`src/rtl/parity_fifo.sv`:
```
// Synchronous FIFO that stores a parity bit with every word and checks it again on read.
// Define PARITY_FIFO_ERR_INJECT_EN to add the inj_err port, which stores an inverted parity bit on push.
module parity_fifo #(
    parameter int    WIDTH         = 32,
    parameter int    DEPTH         = 3,
    parameter string PARITY_BIT    = "MSB",
    parameter string PARITY_TYPE   = "EVEN",
    parameter int    AFULL_THRESH  = DEPTH - 1,
    parameter int    AEMPTY_THRESH = 1
) (
    input  logic                         clk,
    input  logic                         rst,
    input  logic                         s_valid,
    output logic                         s_ready,
    input  logic [WIDTH-1:0]             s_data,
    output logic                         m_valid,
    input  logic                         m_ready,
    output logic [WIDTH-1:0]             m_data,
    output logic                         m_parity_err,
    output logic [$clog2(DEPTH+1)-1:0]   count,
    output logic                         full,
    output logic                         empty,
    output logic                         almost_full,
    output logic                         almost_empty,
    output logic                         err_sticky,
`ifdef PARITY_FIFO_ERR_INJECT_EN
    input  logic                         inj_err,
`endif
    input  logic                         err_clr
);

    localparam int CW = $clog2(DEPTH + 1);
    localparam int PW = (DEPTH > 2) ? $clog2(DEPTH) : 1;
    localparam bit PAR_MSB = (PARITY_BIT == "MSB");
    localparam bit PAR_ODD = (PARITY_TYPE == "ODD");
    localparam logic [CW-1:0] AF_LEVEL = CW'(AFULL_THRESH);
    localparam logic [CW-1:0] AE_LEVEL = CW'(AEMPTY_THRESH);

    generate
        if (DEPTH < 2) begin : g_bad_depth
            $error("parity_fifo: DEPTH must be at least 2");
        end
        if (AFULL_THRESH > DEPTH) begin : g_bad_afull
            $error("parity_fifo: AFULL_THRESH must not exceed DEPTH");
        end
        if (PARITY_BIT != "MSB" && PARITY_BIT != "LSB") begin : g_bad_pbit
            $error("parity_fifo: PARITY_BIT must be \"MSB\" or \"LSB\"");
        end
        if (PARITY_TYPE != "EVEN" && PARITY_TYPE != "ODD") begin : g_bad_ptype
            $error("parity_fifo: PARITY_TYPE must be \"EVEN\" or \"ODD\"");
        end
    endgenerate

    logic [WIDTH:0]  mem [DEPTH];
    logic [PW-1:0]   wr_ptr;
    logic [PW-1:0]   rd_ptr;
    logic            push;
    logic            pop;
    logic            wr_parity;
    logic [WIDTH:0]  wr_word;
    logic [WIDTH:0]  head;
    logic            stored_parity;

    function automatic logic calc_parity(input logic [WIDTH-1:0] d);
        return PAR_ODD ? ~^d : ^d;
    endfunction

    // Explicit wrap compare so non-power-of-two depths index correctly.
    function automatic logic [PW-1:0] next_ptr(input logic [PW-1:0] p);
        return (p == PW'(DEPTH - 1)) ? '0 : p + PW'(1);
    endfunction

    assign full         = (count == CW'(DEPTH));
    assign empty        = (count == '0);
    assign s_ready      = !full;
    assign m_valid      = !empty;
    assign almost_full  = (count >= AF_LEVEL);
    assign almost_empty = (count <= AE_LEVEL);
    assign push         = s_valid && s_ready;
    assign pop          = m_valid && m_ready;

`ifdef PARITY_FIFO_ERR_INJECT_EN
    assign wr_parity = calc_parity(s_data) ^ inj_err;
`else
    assign wr_parity = calc_parity(s_data);
`endif

    assign wr_word       = PAR_MSB ? {wr_parity, s_data} : {s_data, wr_parity};
    assign head          = mem[rd_ptr];
    assign m_data        = PAR_MSB ? head[WIDTH-1:0] : head[WIDTH:1];
    assign stored_parity = PAR_MSB ? head[WIDTH] : head[0];
    assign m_parity_err  = (calc_parity(m_data) != stored_parity);

    always_ff @(posedge clk) begin
        if (push) begin
            mem[wr_ptr] <= wr_word;
        end
    end

    // Error set wins over clear so a flagged pop is never lost.
    always_ff @(posedge clk) begin
        if (rst) begin
            wr_ptr     <= '0;
            rd_ptr     <= '0;
            count      <= '0;
            err_sticky <= 1'b0;
        end else begin
            if (push) begin
                wr_ptr <= next_ptr(wr_ptr);
            end
            if (pop) begin
                rd_ptr <= next_ptr(rd_ptr);
            end
            if (push && !pop) begin
                count <= count + CW'(1);
            end else if (pop && !push) begin
                count <= count - CW'(1);
            end
            if (pop && m_parity_err) begin
                err_sticky <= 1'b1;
            end else if (err_clr) begin
                err_sticky <= 1'b0;
            end
        end
    end

endmodule
```
`config.mk`:
```
export PLATFORM = sky130hd
export DESIGN_NAME = parity_fifo
export DESIGN_NICKNAME = d
export VERILOG_FILES = /design/src/rtl/parity_fifo.sv
export SDC_FILE = /design/constraint.sdc
export NUM_CORES = 1
export LEC_CHECK = 0
export BUFFER_PORTS_ARGS = -buffer_cell sky130_fd_sc_hd__buf_2
export CORE_MARGIN = 2
export CORE_UTILIZATION = 45
export CTS_BUF_LIST = sky130_fd_sc_hd__clkbuf_4
export DETAILED_ROUTE_END_ITERATION = 10
export PLACE_DENSITY_LB_ADDON = 0.1
export SETUP_SLACK_MARGIN = 0.2
export SLEW_MARGIN = 15
export SYNTH_ARGS = -nofsm -noshare
export SYNTH_HDL_FRONTEND = slang
export SYNTH_SLANG_ARGS = --single-unit
```
`constraint.sdc`:
```
create_clock -name clk -period 5.3 [get_ports clk]
set_input_delay 1.06 -clock clk [delete_from_list [all_inputs] [get_ports clk]]
set_output_delay 1.06 -clock clk [all_outputs]
set_load 0.02 [all_outputs]
```
# Word level (Yosys, flattened, before mapping)
# Memories as Yosys holds them, arrays and structs flattened. A register that Yosys moved wholly into a read port is not among the register bits.
# Cells that the tools add are included.
# word_totals
elab_cells	39
latchBits	0
n_memories	1
regBits	7
inputBits	37
output_inout_bits	42
rom_bits	0
mem_bits_rw	99
# op_classes
magnitude_cmp	2
multipliers	0
eq_ne	4
shift	0
bitwise_logic	0
div	0
n_addsub	4
reduce_logical	14
mux	10
# memory_table
name	words	width	rd	rd_clocked_by_memory_dff	write_ports	line	rtl
mem	3	33	1	1	1	54	logic [WIDTH:0] mem [DEPTH];
# ops
op	n
$reduce_xor A32 Y1	2
$mux W2	6
$add A2 B1 Y2 const B	3
$eq A2 B2 Y1 const B	3
$logic_and A1 B1 Y1	5
$logic_not A1 Y1	4
$mux W1	4
$reduce_bool A2 Y1	2
$ge A2 B2 Y1 const B	1
$le A2 B1 Y1 const B	1
$logic_not A2 Y1	1
$sub A2 B1 Y2 const B	1
$ne A1 B1 Y1	1

# Longest topological paths before layout
# logic_depth
ltp_word	7
ltp_mapped	11

# Least setup slack after synthesis
# OpenSTA, ideal clock, no wires.
# synth_timing
path_type	in2reg
startpoint	input s_valid
endpoint	memory mem[1][0] (netlist bit) (enable)
stages	2
n_path_buf	0
setup_ns	0.474
t_arrival_ns	3.715
path_slack_ns	1.111
path_cell_list	nand2_1 nor3b_1
# synth_between
elab_chain_cells	3
# synth_rtl
item	line	rtl
start: declaration	13	input logic s_valid,
$logic_and A1 B1 Y1	79	assign push = s_valid && s_ready;
$mux W1	95	if (push) begin
$mux W1 (not written as such)	96	mem[wr_ptr] <= wr_word;
end: declaration	54	
# No other way between the ends.

==> impl_metrics.tcl <==
set metrics [dict create \
    synth_xor_area_frac 0.1275 \
    power.density_nw_per_um2 522.4 \
    clk_pin_slew_ns 0.15 \
    synth_top_family_by_area "XOR/XNOR gates" \
    startpoint_type "register" \
    final_common_cell "edfxtp_1" \
    num_rows 37 \
    fillers 909 \
    routed_wl_um 8503 \
    clockBufferDepth 2 \
    grt_max_degree 52 \
    wl_met2_um 4145 \
    drtAntennaViolNets 0 \
    p_sw_mw 1.095 \
    wl_per_cell_um 15.66 \
    synth-adder-area-share 0.01322 \
    grt_usage 0.1625 \
    finalSetupViolCount 0 \
    fin_area_um2 5368 \
    cts_num_sinks 108 \
    synth_cells 320 \
    power_frac_seq 0.383 \
    regArea_um2 3156 \
    antenna_found_initial 0 \
    power_frac_comb 0.485 \
    hold_start "rd_ptr[1]" \
    timing.reg2reg.setup_slack_ns 2.44 \
    critical_path.max_stage_delay_ns 0.53 \
    initial_core_util 0.4603 \
    dieHeight_um 106.5 \
    antenna_cells 0 \
    final_cell_mix "edfxtp_1, buf_2, xnor2_1, nand2_1, mux2i_1" \
    fin_worst_skew_ns 0.01875 \
    syn2layout_area_growth_pct 13.46 \
    wl_met3_um 432 \
    syn_area_um2 4731 \
    ys_types 27 \
    first_pass_iters 4 \
    layout.nets 444 \
    rsz0062_at_grt "false" \
    crit_type "reg -> out" \
    dp_hpwl_um 5595 \
    worst_path_max_delay_cell "dfxtp_2" \
    fin_tns_setup_ns 0 \
    cts_tree "yes" \
    placement.io_buffers 78 \
    tightest_slew_ns 1.059 \
    post-cts-setup-buffers 0 \
    crit_top_cell "xnor2_1" \
    ir_worst_vdd_mv 1.076 \
    crit_path_end_kind "output pin" \
    status "completed" \
    htreeDepth 3 \
    p_sw_frac 0.3906 \
    required_ns 4.24 \
    routabilityCongestion 0.7104 \
    grt_pass1_vias 2689 \
    drt_iter0_drc 103 \
    dieArea_um2 11350 \
    clockPowerShare 0.132 \
    multi_input_area_um2 1474 \
    worstPathMaxFanout 25 \
    netlist_top_cells_area "edfxtp_1, xnor2_1, mux2i_1, dfxtp_1, nand2_1" \
    crit_buf_inv 2 \
    fp.dieW_um 106.5 \
    grt_pass1_wl_um 13870 \
    drive_gt1_frac 0.2924 \
    p_int_mw 1.709 \
    yosys.area_share.simple 0.04787 \
    synthMuxAreaShare 0.06982 \
    synth_seq_cells 108 \
    top_layer "met4" \
    crit_family "XOR/XNOR gates" \
    fmax_mhz 229.5 \
    crit_chain "buf_4, mux2i_1, o21ai_2, xnor2_1, xnor2_1, xnor2_2, xnor3_2, xor2_1, buf_2" \
    met1_length_um 3815 \
    max-slew-margin-rel 0.2941 \
    min_period_ns 4.358 \
    synth_top_area_frac 0.6284 \
    clk-insertion-delay-late_ns 0.45 \
    synth_compound_gate_area_share 0.04999 \
    slew_violations 0 \
    maxCapViolCount 0 \
    overflow 0 \
    hold_path.class "reg -> reg" \
    cts_hold_buf 0 \
    synth_largest_area_cell "edfxtp_1" \
    dpl-instance-area_um2 5246 \
    p_leak_nw 1.865 \
    dr_total_vias 2605 \
    seq_area_frac_synth 0.6665 \
    cts_resized 0 \
    ys_warn_count 0 \
    cts_root_buf "clkbuf_4" \
    synth_nets 362 \
    drc 0 \
    viasPerCell 4.797 \
    numCtsBuffers 9 \
    crit_arrival_ns 3.30 \
    hold_viol_final 0 \
    ios 79 \
    finalPower_mw 2.804 \
    period_share 0.8222 \
    syn_avg_cell_area_um2 14.78 \
    coreArea_um2 10280 \
]
## power by group through the flow
stage          Sequential [mW]  Clock, mW  Combinational, mW
3_5_place_dp              1.09          0               1.36
6_report                  1.07      0.370               1.36
4_1_cts                   1.08      0.382               1.38
2_1_floorplan             1.08          0               1.03
3_3_place_gp              1.09          0               1.35
5_1_grt                   1.08      0.412               1.47
## cell type report
class                           count  share of cell area
Clock buffer                       11             0.01538
Sequential cell                   108              0.5879
Multi-Input combinational cell    195              0.2746
Clock inverter                      5            0.007226
Tap cell                          136             0.03170
Inverter                            5            0.003497
Timing Repair Buffer               83             0.07972
## cells in the mapped netlist
library cell   n
nor2_1         9
a21oi_1        5
buf_4          1
nand2_1       38
or2_2          1
xnor3_2        1
xor2_1        11
o21ai_1       21
buf_8          2
inv_1          5
buf_12         1
a211o_1        1
xnor2_1       47
nand2b_1       1
buf_6          1
o21ai_0        2
edfxtp_1      99
nor3_1         3
clkbuf_1       3
mux2i_1       33
ha_1           5
xnor2_2        3
dfxtp_1        9
buf_2          4
o21ai_2       10
xnor3_1        1
nor3b_1        3
## cell families (layout without fill, tap and decap cells)
kind of cell,after synthesis,after routing
flip-flops,108,108
XOR/XNOR,63,63
AND/OR/NAND/NOR,55,55
AO/OA/AOI/OAI,39,39
multiplexers,33,33
buffers and inverters,17,104
adder cells (fa/ha/maj),5,5
## registers in the layout, indices dropped and copies added (netlist names), named ones only
register,flops
rd_ptr,2
count,2
mem,99
err_sticky,1
wr_ptr,2
## final timing paths
kind                       end  cells after the start
setup reg to reg    err_sticky                      8
setup / recovery  m_parity_err                      9
hold reg to reg       register                      2
hold / removal        register                      2
## per-stage QoR
stage	cells	setup WS, ns	util	hold slack, ns
4_1_cts	543	0.8697	0.5223	0.5035
2_1_floorplan	320	1.111	-	0.4600
5_1_grt	543	0.6768	0.5223	0.5333
6_report	543	0.9425	0.5223	0.5055
3_3_place_gp	527	1.423	0.5105	0.4668
3_5_place_dp	527	1.424	0.5105	0.4838
## tightest hold or removal path, stage by stage (launching register included)
cell and delay, ns:
dfxtp_1 0.35, nand2_1 0.06, a21oi_1 0.07
## routing by layer
layer / global-route usage / up-vias
met1: 0.2102 / 1232
met2: 0.2669 / 58
met3: 0.04231 / 9
li1: - / 1306
met4: 0.05566 / 0
met5: 0 / -
Power figures use the tool's default switching activity.
